**config.mk**
```make
export PLATFORM = sky130hd
export DESIGN_NAME = sawtooth_sched
export DESIGN_NICKNAME = d
export VERILOG_FILES = /design/src/rtl/sawtooth_pkg.sv /design/src/rtl/sawtooth_tag_fifo.sv /design/src/rtl/sawtooth_sched.sv
export SDC_FILE = /design/constraint.sdc
export NUM_CORES = 1
export LEC_CHECK = 0
export ABC_AREA = 0
export CORE_MARGIN = 4
export CORE_UTILIZATION = 42
export CTS_CLUSTER_DIAMETER = 80
export CTS_CLUSTER_SIZE = 14
export DETAILED_ROUTE_END_ITERATION = 8
export PLACE_DENSITY = 0.78
export SYNTH_ARGS = -nofsm -noshare
export SYNTH_HDL_FRONTEND = slang
export SYNTH_SLANG_ARGS = --single-unit
```
**constraint.sdc**
```tcl
create_clock -name clk -period 5.8 [get_ports clk]
set_input_delay 1.16 -clock clk [delete_from_list [all_inputs] [get_ports clk]]
set_output_delay 1.16 -clock clk [all_outputs]
set_load 0.05 [all_outputs]
```
**src/rtl/sawtooth_pkg.sv**
```systemverilog
// sawtooth_pkg
// Shared constants and helpers for the sawtooth scheduler slice.
//   FP_ONE / FP_HALF : IEEE-754 single-precision 1.0 and 0.5
//   id_width()       : requester-ID width for a given requester count
//   req_id_t         : requester ID type for the default requester count
package sawtooth_pkg;

  localparam logic [31:0] FP_ONE  = 32'h3F800000;
  localparam logic [31:0] FP_HALF = 32'h3F000000;

  localparam int NUM_REQ_DEF = 4;

  // A single requester still needs a 1-bit ID so vectors never collapse to zero width.
  function automatic int id_width(input int n);
    return (n > 1) ? $clog2(n) : 1;
  endfunction

  localparam int REQ_ID_W = id_width(NUM_REQ_DEF);

  typedef logic [REQ_ID_W-1:0] req_id_t;

endpackage

```
**src/rtl/sawtooth_tag_fifo.sv**
```systemverilog
// sawtooth_tag_fifo
// Synchronous FIFO holding the requester ID of every operation in flight in
// the sawtooth unit. DEPTH must be a power of two.
// Ports:
//   clk, reset   clock, asynchronous active-high reset
//   push, din    write strobe and data (a push at full is taken only with a same-cycle pop)
//   pop, dout    read strobe and head-of-queue data (pop while empty is ignored)
//   full, empty  occupancy flags
//   count        current occupancy, 0..DEPTH
module sawtooth_tag_fifo #(
  parameter int DEPTH = 64,
  parameter int WIDTH = 2
) (
  input  logic                     clk,
  input  logic                     reset,
  input  logic                     push,
  input  logic [WIDTH-1:0]         din,
  input  logic                     pop,
  output logic [WIDTH-1:0]         dout,
  output logic                     full,
  output logic                     empty,
  output logic [$clog2(DEPTH):0]   count
);

  localparam int AW = $clog2(DEPTH);

  logic [WIDTH-1:0] mem_q [DEPTH];
  logic [AW-1:0]    wr_ptr_q;
  logic [AW-1:0]    rd_ptr_q;
  logic [AW:0]      count_q;
  logic             do_push;
  logic             do_pop;

  assign empty   = (count_q == '0);
  assign full    = (count_q == (AW+1)'(DEPTH));
  assign do_pop  = pop && !empty;
  assign do_push = push && (!full || do_pop);
  assign dout    = mem_q[rd_ptr_q];
  assign count   = count_q;

  always_ff @(posedge clk or posedge reset) begin
    if (reset) begin
      wr_ptr_q <= '0;
      rd_ptr_q <= '0;
      count_q  <= '0;
    end else begin
      if (do_push) wr_ptr_q <= wr_ptr_q + 1'b1;
      if (do_pop)  rd_ptr_q <= rd_ptr_q + 1'b1;
      count_q <= count_q + {{AW{1'b0}}, do_push} - {{AW{1'b0}}, do_pop};
    end
  end

  // Storage needs no reset: entries are only read after being written.
  always_ff @(posedge clk) begin
    if (do_push) mem_q[wr_ptr_q] <= din;
  end

endmodule

```
**src/rtl/sawtooth_sched.sv**
```systemverilog
// sawtooth_sched
// Round-robin scheduler sharing one fixed-latency, in-order sawtooth unit
// among NUM_REQ requesters. Issued operations are tagged with their owner ID
// in a tag FIFO; returning results are routed back to that owner. The tag
// FIFO depth is the in-flight limit, checked at acceptance time.
// Ports:
//   clk, reset                   clock, asynchronous active-high reset
//   req_valid/req_ready          per-requester handshake (ready is one-hot or zero)
//   req_x/req_epsilon            packed operands, requester i at [i*PRECISION +: PRECISION]
//   resp_valid/resp_data         one-cycle result strobe to the owner, shared data bus
//   saw_tvalid/saw_x/saw_epsilon issue to the sawtooth unit
//   saw_valid/saw_result         result from the sawtooth unit
//   busy                         operations outstanding or issue in progress
//   err_orphan                   sticky: unit returned a result with no tag pending
// Build option SAWTOOTH_SCHED_STATS_EN adds stat_issued (transfers) and
// stat_stall (cycles blocked by the in-flight limit), both 32-bit wrapping.
module sawtooth_sched
  import sawtooth_pkg::*;
#(
  parameter int PRECISION    = 32,
  parameter int NUM_REQ      = 4,
  parameter int MAX_INFLIGHT = 64
) (
  input  logic                         clk,
  input  logic                         reset,
  input  logic [NUM_REQ-1:0]           req_valid,
  output logic [NUM_REQ-1:0]           req_ready,
  input  logic [NUM_REQ*PRECISION-1:0] req_x,
  input  logic [NUM_REQ*PRECISION-1:0] req_epsilon,
  output logic [NUM_REQ-1:0]           resp_valid,
  output logic [PRECISION-1:0]         resp_data,
  output logic                         saw_tvalid,
  output logic [PRECISION-1:0]         saw_x,
  output logic [PRECISION-1:0]         saw_epsilon,
  input  logic                         saw_valid,
  input  logic [PRECISION-1:0]         saw_result,
  output logic                         busy,
  output logic                         err_orphan
`ifdef SAWTOOTH_SCHED_STATS_EN
  ,
  output logic [31:0]                  stat_issued,
  output logic [31:0]                  stat_stall
`endif
);

  localparam int ID_W = id_width(NUM_REQ);

  logic [ID_W-1:0]              ptr_q, ptr_d;
  logic [ID_W-1:0]              grant_id;
  logic                         grant_any;
  logic [NUM_REQ-1:0]           eligible;
  logic                         xfer;

  logic                         saw_tvalid_q;
  logic [PRECISION-1:0]         saw_x_q, saw_eps_q;
  logic [NUM_REQ-1:0]           resp_valid_q;
  logic [PRECISION-1:0]         resp_data_q;
  logic                         err_q;

  logic                         tag_full, tag_empty, tag_pop;
  logic [ID_W-1:0]              tag_id;
  logic [$clog2(MAX_INFLIGHT):0] tag_count;

  // The tag FIFO occupancy is the in-flight count. Reset gates grants so
  // req_ready reads zero while reset is asserted.
  always_comb begin
    eligible  = req_valid & {NUM_REQ{!tag_full && !reset}};
    grant_any = 1'b0;
    grant_id  = '0;
    for (int k = 0; k < NUM_REQ; k++) begin
      if (!grant_any && eligible[(int'(ptr_q) + k) % NUM_REQ]) begin
        grant_any = 1'b1;
        grant_id  = ID_W'((int'(ptr_q) + k) % NUM_REQ);
      end
    end
    req_ready = '0;
    if (grant_any) req_ready[grant_id] = 1'b1;
  end

  assign xfer    = grant_any;
  assign tag_pop = saw_valid && !tag_empty;

  always_comb begin
    ptr_d = ptr_q;
    if (xfer) ptr_d = (int'(grant_id) == NUM_REQ - 1) ? '0 : grant_id + 1'b1;
  end

  sawtooth_tag_fifo #(
    .DEPTH (MAX_INFLIGHT),
    .WIDTH (ID_W)
  ) u_tag_fifo (
    .clk   (clk),
    .reset (reset),
    .push  (xfer),
    .din   (grant_id),
    .pop   (tag_pop),
    .dout  (tag_id),
    .full  (tag_full),
    .empty (tag_empty),
    .count (tag_count)
  );

  always_ff @(posedge clk or posedge reset) begin
    if (reset) begin
      ptr_q        <= '0;
      saw_tvalid_q <= 1'b0;
      saw_x_q      <= '0;
      saw_eps_q    <= '0;
      resp_valid_q <= '0;
      resp_data_q  <= '0;
      err_q        <= 1'b0;
    end else begin
      ptr_q        <= ptr_d;
      saw_tvalid_q <= xfer;
      if (xfer) begin
        saw_x_q   <= req_x[grant_id*PRECISION +: PRECISION];
        saw_eps_q <= req_epsilon[grant_id*PRECISION +: PRECISION];
      end
      resp_valid_q <= '0;
      if (tag_pop) begin
        resp_valid_q[tag_id] <= 1'b1;
        resp_data_q          <= saw_result;
      end
      // A result with no tag (e.g. draining after reset) is dropped and flagged.
      if (saw_valid && tag_empty) err_q <= 1'b1;
    end
  end

  assign saw_tvalid  = saw_tvalid_q;
  assign saw_x       = saw_x_q;
  assign saw_epsilon = saw_eps_q;
  assign resp_valid  = resp_valid_q;
  assign resp_data   = resp_data_q;
  assign err_orphan  = err_q;
  assign busy        = (tag_count != '0) || saw_tvalid_q;

`ifdef SAWTOOTH_SCHED_STATS_EN
  logic [31:0] stat_issued_q, stat_stall_q;

  always_ff @(posedge clk or posedge reset) begin
    if (reset) begin
      stat_issued_q <= '0;
      stat_stall_q  <= '0;
    end else begin
      if (xfer) stat_issued_q <= stat_issued_q + 32'd1;
      if ((|req_valid) && tag_full) stat_stall_q <= stat_stall_q + 32'd1;
    end
  end

  assign stat_issued = stat_issued_q;
  assign stat_stall  = stat_stall_q;
`endif

endmodule

```
==> results.sh, run 1 <==
export IMPL_outcome="complete, no violations"
export IMPL_yosysMostFrequentCell="nor2_1"
export IMPL_cts_buffer_depth=3
export IMPL_critPathArrivalTime_ns=3.63
export IMPL_setup_viol=0
export IMPL_cts_buffers=21
export IMPL_powerDensity_nw_per_um2=441.8
export IMPL_fmax_mhz=208.8
export IMPL_netlist_instances=987
export IMPL_layout_area_overhead_vs_synth_pct=40.62
export IMPL_p_leak_nw=6.261
export IMPL_syn_num_nets=1298
export IMPL_ys_warn_count=0
export IMPL_synth_ff_type="edfxtp_1"
export IMPL_tightestPinTransition_ns=1.109
export IMPL_synth_cell_types=59
export IMPL_antenna_left=0
export IMPL_ioPinCount=402
export IMPL_nNetsFinal=1655
export IMPL_relSlewSlack=0.2580
export IMPL_finalNonFillerCells=1738
export IMPL_synth_area_top_cells="edfxtp_1 (32%), dfrtp_1 (26%), mux2i_1 (7.4%), a221oi_1 (4.8%), nor2_1 (4.3%)"
export IMPL_clk_pin_slew_worst_paths_ns=0.07
export IMPL_cts_tree="done"
export IMPL_synth_top_area_share=0.3229
export IMPL_hold_path_class="reg -> reg"
export IMPL_end_kind="output pin"
export IMPL_die_h_um=176.4
export IMPL_wirelength_mm=44.09
export IMPL_synth_top_family_by_area="multiplexers"
export IMPL_overflow=0
export IMPL_syn_area_sq_um=11900
export IMPL_antenna_found_initial=6
export IMPL_synthTopCellsByCount="nor2_1 (137), edfxtp_1 (128), dfrtp_1 (123)"
export IMPL_synthAdderAreaFrac=0.01745
export IMPL_hpwl_mm=32.99
export IMPL_whs_ns=0.4623
export IMPL_gp_congestion=0.9047
export IMPL_cp_max_fo=25
export IMPL_maxCapViolCount=0
export IMPL_initial_utilization=0.4273
export IMPL_die_area_sq_um=31100
export IMPL_cts_sinks=251
export IMPL_drt_iter0_markers=985
export IMPL_finalHoldViolCount=0
export IMPL_cts_resized=0
export IMPL_placedCellCount=1699
export IMPL_synth_seq_cells=251
export IMPL_synth_edf_count=128
export IMPL_synth_mux_area_frac=0.1178
export IMPL_gr_usage_all_layers=0.2709
export IMPL_synthArstFlopShare=0.4900
export IMPL_route_vias_total=9918
export IMPL_syn_avg_cell_area_sq_um=12.06
export IMPL_vias_per_cell=5.707
export IMPL_final_util=0.6009
export IMPL_fp_coreArea_sq_um=27860
export IMPL_fin_crit_sh=0.8259
export IMPL_synthSimpleGateAreaFrac=0.1160
export IMPL_dr_pass1_iters=5
export IMPL_drv_slew=0
export IMPL_grt_pass1_vias=9901
export IMPL_vdd_drop_max_uv=225.2
export IMPL_postCtsSetupBuffers=0
export IMPL_grt_setup_unrepaired="no"
export IMPL_synth_compound_area_frac=0.1176
export IMPL_clk_latency_ns=0.50
export IMPL_synth_xor_xnor_area_share=0.01104
export IMPL_synth_seq_area_share=0.5815
export IMPL_synth_area_leader_cell="edfxtp_1"
export IMPL_remaining_drc_errors=0
export IMPL_power_mw=7.396
export IMPL_crit_type="in -> out"
export IMPL_fin_tns_setup_ns=0
export IMPL_cts_htree_levels=1
export IMPL_postCtsHoldBufs=0
export IMPL_layout_min_cycle_time_ns=4.790
export IMPL_critical_path_required_ns=4.64
export IMPL_cts_root_buf="clkbuf_16"
export IMPL_post_drt_wl_per_cell_um=25.37
export IMPL_grt_pass1_wl_mm=63.22
export IMPL_cp_start_kind="input port"
export IMPL_die_w_um=176.4
export IMPL_io_buffers=401
export IMPL_grt_max_degree=92
export IMPL_fin_skew_ns=0.009384
export IMPL_rows=61
export IMPL_drive_gt1_frac=0.05232
==> critical path, cell delays in order <==
cell             delay, ns
clkdlybuf4s50_1       0.49
a31o_1                0.41
nor3_1                0.51
o21a_4                0.45
inv_2                 0.07
ha_1                  0.20
and2_1                0.14
buf_4                 0.18
==> final cells by class <==
type / count / area [sq um]
tap: 378 / 473.0
inverter: 18 / 72.57
timing repair buffer: 412 / 4099
clock buffer: 36 / 581.8
multi-input combinational: 640 / 4584
sequential: 251 / 6922
fill: 2267 / 11120
antenna: 3 / 7.507
==> layout by cell type, fill, tap and decap left out, types with 15 or more instances in the layout <==
cell type and count:
clkdlybuf4s50_1 397, edfxtp_1 128, clkbuf_16 21, mux2i_1 88
nor2_1 136, a221oi_1 65, clkbuf_1 15, ha_1 15
dfrtp_1 123, a211oi_1 65, nand2_1 117
==> metal layers <==
layer / global-route usage / vias to the layer above / part of all wire
li1: - / 4403 / -
met1: 0.3532 / 4916 / 0.38
met2: 0.4643 / 520 / 0.50
met3: 0.06103 / 75 / 0.091
met4: 0.06480 / 4 / 0.027
met5: 0 / - / 0.0015
==> flip-flops by register name, indices dropped and copies added (netlist names) <==
signal               count
saw_epsilon             32
resp_valid               4
u_tag_fifo.mem_q       128
err_orphan               1
u_tag_fifo.wr_ptr_q      6
saw_tvalid               1
resp_data               32
u_tag_fifo.count         7
u_tag_fifo.rd_ptr_q      6
ptr_q                    2
saw_x                   32
==> logic make-up (layout without fill, tap and decap cells) <==
kind of cell             after synthesis  after routing
XOR/XNOR                              15             15
buffers and inverters                 96            466
adder cells (fa/ha/maj)               16             16
flip-flops                           251            251
other                                  0              3
AND/OR/NAND/NOR                      320            320
multiplexers                         112            112
AO/OA/AOI/OAI                        177            177
==> per-stage QoR <==
| stage | area (sq um) | worst slack (ns) |
|---|---|---|
| 2_1_floorplan | 11910 | 0.7783 |
| 3_3_place_gp | 16150 | 1.079 |
| 3_5_place_dp | 16150 | 0.9962 |
| 4_1_cts | 16730 | 0.9925 |
| 5_1_grt | 16740 | 0.8875 |
| 6_report | 16740 | 1.010 |
==> worst paths after layout <==
check / end / depth (start not counted) / slack (ns) / startpoint
setup / recovery: req_ready[2] / 8 / 1.01 / reset
setup reg to reg: u_tag_fifo.count[6] / 17 / 1.27 / u_tag_fifo.count[5]
max in group asynchronous: saw_epsilon[7] / 3 / 3.45 / reset
hold reg to reg: err_orphan / 1 / 0.46 / err_orphan
hold / removal: err_orphan / 1 / 0.46 / err_orphan
min in group asynchronous: u_tag_fifo.count[1] / 2 / 1.21 / reset
==> report_power, final <==
group | leakage, nW | switching (mW) | internal [mW]
Sequential | 2.63 | 0.377 | 2.26
Clock | 0.277 | 0.628 | 0.680
Combinational | 3.36 | 2.16 | 1.29
Total | 6.26 | 3.16 | 4.24
(Power assumes the default switching activity.)
==> run 2: changes to the inputs <==
--- a/config.mk
+++ b/config.mk
@@ -7,11 +7,11 @@
 export LEC_CHECK = 0
 export ABC_AREA = 0
 export CORE_MARGIN = 4
-export CORE_UTILIZATION = 42
+export CORE_UTILIZATION = 46
 export CTS_CLUSTER_DIAMETER = 80
 export CTS_CLUSTER_SIZE = 14
 export DETAILED_ROUTE_END_ITERATION = 8
-export PLACE_DENSITY = 0.78
+export PLACE_DENSITY = 0.81
 export SYNTH_ARGS = -nofsm -noshare
 export SYNTH_HDL_FRONTEND = slang
 export SYNTH_SLANG_ARGS = --single-unit
==> constraint.sdc (replaced) <==
create_clock -name clk -period 4.9 [get_ports clk]
set_input_delay 0.98 -clock clk [delete_from_list [all_inputs] [get_ports clk]]
set_output_delay 0.98 -clock clk [all_outputs]
set_load 0.05 [all_outputs]
==> run 2 against run 1 <==
Clock skew increased by 0.020 ns. Final cell count decreased by 2.3%. Non-clock buffer count rose by 7. Final area up 0.15%. Via count shrank 0.33%. Critical path depth did not move. Critical path type unchanged. Critical endpoint is now req_ready[0]. Highest routed layer unchanged.
==> results.sh, run 2 (synthesis gave the netlist of run 1 again) <==
export IMPL_outcome="complete, no violations"
export IMPL_critPathArrivalTime_ns=3.04
export IMPL_crit_type="in -> out"
export IMPL_initial_utilization=0.4700
export IMPL_vdd_drop_max_uv=545.0
export IMPL_post_drt_wl_per_cell_um=25.13
export IMPL_postCtsSetupBuffers=0
export IMPL_end_kind="output pin"
export IMPL_clk_pin_slew_worst_paths_ns=0.06
export IMPL_route_vias_total=9885
export IMPL_vias_per_cell=5.822
export IMPL_cts_tree="done"
export IMPL_layout_min_cycle_time_ns=4.024
export IMPL_fin_skew_ns=0.02944
export IMPL_grt_max_degree=111
export IMPL_layout_area_overhead_vs_synth_pct=40.83
export IMPL_regMostFlops="u_tag_fifo.mem_q"
export IMPL_remaining_drc_errors=0
export IMPL_final_cell_area_sq_um=16760
export IMPL_layout_commonest_cell="clkdlybuf4s50_1"
export IMPL_cts_resized=0
export IMPL_slowest_delay_ns=0.50
export IMPL_largest_register_ffs=128
export IMPL_relSlewSlack=0.2655
export IMPL_p_leak_nw=6.307
export IMPL_grt_pass1_vias=9957
export IMPL_fp_coreArea_sq_um=25330
export IMPL_maxCapViolCount=0
export IMPL_fmax_mhz=248.5
export IMPL_rows=58
export IMPL_cts_htree_levels=1
export IMPL_hpwl_mm=32.08
export IMPL_postCtsHoldBufs=0
export IMPL_grt_setup_unrepaired="no"
export IMPL_drv_slew=0
export IMPL_critical_path_required_ns=3.92
export IMPL_cts_buffers=21
export IMPL_ioPinCount=402
export IMPL_die_area_sq_um=28520
export IMPL_cp_max_fo=5
export IMPL_die_w_um=168.9
export IMPL_placed_cell_area_sq_um=16170
export IMPL_tightestPinTransition_ns=1.098
export IMPL_crit_buf_inv=3
export IMPL_powerDensity_nw_per_um2=522.1
export IMPL_clk_latency_ns=0.52
export IMPL_wirelength_mm=42.67
export IMPL_dr_pass1_iters=7
export IMPL_n_fill_cell=1878
export IMPL_hold_path_class="reg -> reg"
export IMPL_cts_sinks=251
export IMPL_crit_slowest_cell="clkdlybuf4s50_1"
export IMPL_fin_tns_setup_ns=0
export IMPL_fin_crit_sh=0.8213
export IMPL_overflow=0
export IMPL_antenna_found_initial=7
export IMPL_cts_buffer_depth=3
export IMPL_die_h_um=168.9
export IMPL_nNetsFinal=1662
export IMPL_cts_root_buf="clkbuf_16"
export IMPL_grt_pass1_wl_mm=62.17
export IMPL_crit_family="buffers and inverters"
export IMPL_setup_viol=0
export IMPL_io_buffers=401
export IMPL_finalHoldViolCount=0
export IMPL_antenna_left=0
export IMPL_drt_iter0_markers=838
export IMPL_gp_congestion=0.9478
export IMPL_cp_cell_sequence="clkdlybuf4s50_1, a31o_1, nor3_1, o21a_4, inv_2, ha_1, and2_1, buf_4"
export IMPL_power_mw=8.754
export IMPL_drive_gt1_frac=0.05792
export IMPL_gr_usage_all_layers=0.2879
export IMPL_cp_start_kind="input port"
export IMPL_layout_common_cells="clkdlybuf4s50_1 (397), nor2_1 (136), edfxtp_1 (128)"
## run 2: changes by cell type in the layout (fill, tap and decap cells not counted), sizes merged
cell / before / now
buf: 15 / 22
clkbuf: 36 / 35
diode: 3 / 4
inv: 18 / 19
## run 2: area by class of cell
| class | count | area, sq um | area share |
|---|---|---|---|
| flip-flops and latches | 251 | 6922 | 0.4129 |
| clock inverters | 1 | 8.758 | 0.0005224 |
| inverters | 18 | 72.57 | 0.004329 |
| diodes | 4 | 10.01 | 0.0005971 |
| clock buffers | 35 | 578.1 | 0.03448 |
| repair buffers | 419 | 4177 | 0.2491 |
| multi-input cells | 640 | 4584 | 0.2735 |
| well taps | 330 | 412.9 | 0.02463 |
## run 2: path summary, 6_finish.rpt
path	startpoint	to	slack [ns]	cells past startpoint
hold / removal	err_orphan	err_orphan	0.46	1
setup / recovery	reset	req_ready[0]	0.88	8
setup reg to reg	u_tag_fifo.count[4]	u_tag_fifo.count[6]	1.07	17
hold reg to reg	err_orphan	err_orphan	0.46	1
min in group asynchronous	reset	saw_tvalid	1.07	2
max in group asynchronous	reset	resp_data[0]	2.97	3
## run 2: power breakdown
group	switching, mW	internal, mW
logic	2.57	1.55
clock network	0.739	0.805
registers	0.414	2.68
total	3.72	5.03
## run 2: per-layer routing
metal | track usage | vias to the layer above | wire length [um]
met5 | 0 | - | 27
met4 | 0.1080 | 4 | 1723
met3 | 0.06235 | 82 | 3617
met2 | 0.4820 | 511 | 21110
met1 | 0.3697 | 4879 | 16190
li1 | - | 4409 | -
## run 2: metrics by stage
stage / hold slack (ns) / std cells / utilization / worst slack [ns]
CTS: 0.4626 / 1694 / 0.6615 / 0.8472
finish: 0.4608 / 1698 / 0.6619 / 0.8755
detailed placement: 0.4483 / 1658 / 0.6384 / 0.8482
floorplan: 0.5666 / 987 / - / 0.2383
global route: 0.4914 / 1698 / 0.6619 / 0.7391
global placement: 0.4409 / 1658 / 0.6384 / 0.9085
## run 2: worst reg2reg max path: cells and delay by family, from the launching register on
family | cells | cell delay, ns
flip-flops | 1 | 0.38
buffers and inverters | 4 | 0.28
XOR/XNOR | 1 | 0.13
AND/OR/NAND/NOR | 4 | 0.63
AO/OA/AOI/OAI | 4 | 1.30
adder cells (fa/ha/maj) | 4 | 1.02
==> run 3: changes to the inputs <==
==> constraint.sdc (replaced) <==
create_clock -name clk -period 4 [get_ports clk]
set_input_delay 0.8 -clock clk [delete_from_list [all_inputs] [get_ports clk]]
set_output_delay 0.8 -clock clk [all_outputs]
set_load 0.05 [all_outputs]
==> run 3 against run 2 <==
Hold slack hardly changed. Final cell count is 0.24% higher. First-iteration DRC count is 6.4% higher. Global-route usage is 0.38 points higher. Via count is 0.65% higher. Clock-buffer cell count stayed put. Routed wire length is 1.7% higher. Utilization is 0.11 points higher. Die area stayed put. Largest cell class unchanged.
==> results.sh, run 3 (synthesis gave the netlist of run 1 again) <==
export IMPL_tightestPinTransition_ns=0.7682
export IMPL_gr_usage_all_layers=0.2917
export IMPL_cts_buffer_depth=3
export IMPL_drt_iter0_markers=892
export IMPL_setup_viol=0
export IMPL_wirelength_mm=43.41
export IMPL_layout_area_overhead_vs_synth_pct=41.08
export IMPL_cts_root_buf="clkbuf_16"
export IMPL_antenna_left=0
export IMPL_powerDensity_nw_per_um2=638.1
export IMPL_outcome="complete, no violations"
export IMPL_p_leak_nw=6.322
export IMPL_overflow=0
export IMPL_io_buffers=401
export IMPL_cts_buffers=21
export IMPL_die_w_um=168.9
export IMPL_hold_path_cell_count=1
export IMPL_final_cell_area_sq_um=16790
export IMPL_grt_setup_unrepaired="no"
export IMPL_die_h_um=168.9
export IMPL_drive_gt1_frac=0.05925
export IMPL_clk_latency_ns=0.50
export IMPL_ioPinCount=402
export IMPL_layout_commonest_cell="clkdlybuf4s50_1"
export IMPL_vdd_drop_max_uv=435.5
export IMPL_cts_htree_levels=1
export IMPL_postCtsSetupBuffers=0
export IMPL_crit_type="reg -> out"
export IMPL_clk_pin_slew_worst_paths_ns=0.07
export IMPL_finalNonFillerCells=1702
export IMPL_remaining_drc_errors=0
export IMPL_cts_tree="done"
export IMPL_hpwl_mm=32.87
export IMPL_multi_input_area_sq_um=4578
export IMPL_layout_min_cycle_time_ns=3.852
export IMPL_dr_pass1_iters=5
export IMPL_layout_common_cells="clkdlybuf4s50_1 (397), nor2_1 (136), edfxtp_1 (128)"
export IMPL_grt_pass1_wl_mm=62.49
export IMPL_fin_crit_sh=0.9630
export IMPL_initial_utilization=0.4700
export IMPL_drv_slew=0
export IMPL_seq_area_sq_um=6922
export IMPL_gp_congestion=0.9586
export IMPL_die_area_sq_um=28520
export IMPL_postCtsHoldBufs=0
export IMPL_maxCapViolCount=0
export IMPL_cts_resized=0
export IMPL_fp_coreArea_sq_um=25330
export IMPL_vias_per_cell=5.845
export IMPL_end_kind="output pin"
export IMPL_fmax_mhz=259.6
export IMPL_cts_sinks=251
export IMPL_cp_max_fo=24
export IMPL_finalHoldViolCount=0
export IMPL_rows=58
export IMPL_relSlewSlack=0.4863
export IMPL_post_drt_wl_per_cell_um=25.51
export IMPL_regMostFlops="u_tag_fifo.mem_q"
export IMPL_critPathArrivalTime_ns=3.05
export IMPL_antenna_found_initial=7
export IMPL_cp_start_kind="flop"
export IMPL_nNetsFinal=1666
export IMPL_grt_pass1_vias=10090
export IMPL_largest_register_ffs=128
export IMPL_fin_tns_setup_ns=0
export IMPL_route_vias_total=9949
export IMPL_critical_path_required_ns=3.20
export IMPL_hold_path_class="reg -> reg"
export IMPL_n_fill_cell=1912
export IMPL_fin_skew_ns=0.009597
export IMPL_ff2ff_path_depth=17
export IMPL_placedCellCount=1662
export IMPL_grt_max_degree=139
export IMPL_placed_cell_area_sq_um=16200
export IMPL_final_util=0.6631
==> run 3: cell count changes in the layout (fill, tap and decap cells not counted), sizes merged <==
cell	before	now
inv	19	17
diode	4	5
clkinvlp	0	1
buf	22	26
==> run 3: cell type report <==
cell class	instances	area share
diodes	5	0.0007450
clock buffers	35	0.03442
inverters	18	0.004247
multi-input cells	640	0.2726
flip-flops and latches	251	0.4122
well taps	330	0.02459
repair buffers	423	0.2512
==> run 3: worst max-delay path, cell delays in order, from the launching register on <==
cell and delay [ns]:
dfrtp_1 0.39, inv_1 0.08, ha_1 0.15, nor3b_1 0.31
a31o_1 0.57, nor3_4 0.13, inv_2 0.35, ha_1 0.22
and2_1 0.13, buf_4 0.21
==> run 3: power breakdown <==
group | total (mW) | internal (mW) | switching [mW]
registers | 3.78 | 3.28 | 0.502
clock network | 1.87 | 0.980 | 0.892
logic | 5.06 | 1.91 | 3.16
total | 10.7 | 6.17 | 4.55
==> run 3: final timing paths <==
check / slack, ns / startpoint / endpoint
setup reg to reg: 0.70 / u_tag_fifo.count[5] / u_tag_fifo.count[6]
setup / recovery: 0.15 / u_tag_fifo.count[5] / req_ready[1]
min in group asynchronous: 0.78 / reset / err_orphan
max in group asynchronous: 2.69 / reset / saw_epsilon[2]
hold / removal: 0.46 / err_orphan / err_orphan
hold reg to reg: 0.46 / err_orphan / err_orphan
==> run 3: metrics by stage <==
| stage | setup slack, ns | power, mW | hold WS, ns |
|---|---|---|---|
| after floorplan | 0.1768 | 7.013 | 0.5666 |
| after detailed placement | 0.3441 | 8.840 | 0.4476 |
| final | 0.1479 | 10.72 | 0.4604 |
| after global routing | 0.01235 | 11.18 | 0.4942 |
| after CTS | 0.1344 | 10.72 | 0.4651 |
| after global placement | 0.3811 | 8.730 | 0.4497 |
==> run 3: layer usage <==
metal | vias to the layer above | GRT usage | part of all wire | wire length, um
met3 | 108 | 0.07730 | 0.095 | 4132
met5 | - | 0 | 0.00053 | 23
met2 | 561 | 0.4804 | 0.49 | 21310
met4 | 4 | 0.1221 | 0.049 | 2122
li1 | 4405 | - | - | -
met1 | 4871 | 0.3667 | 0.36 | 15830
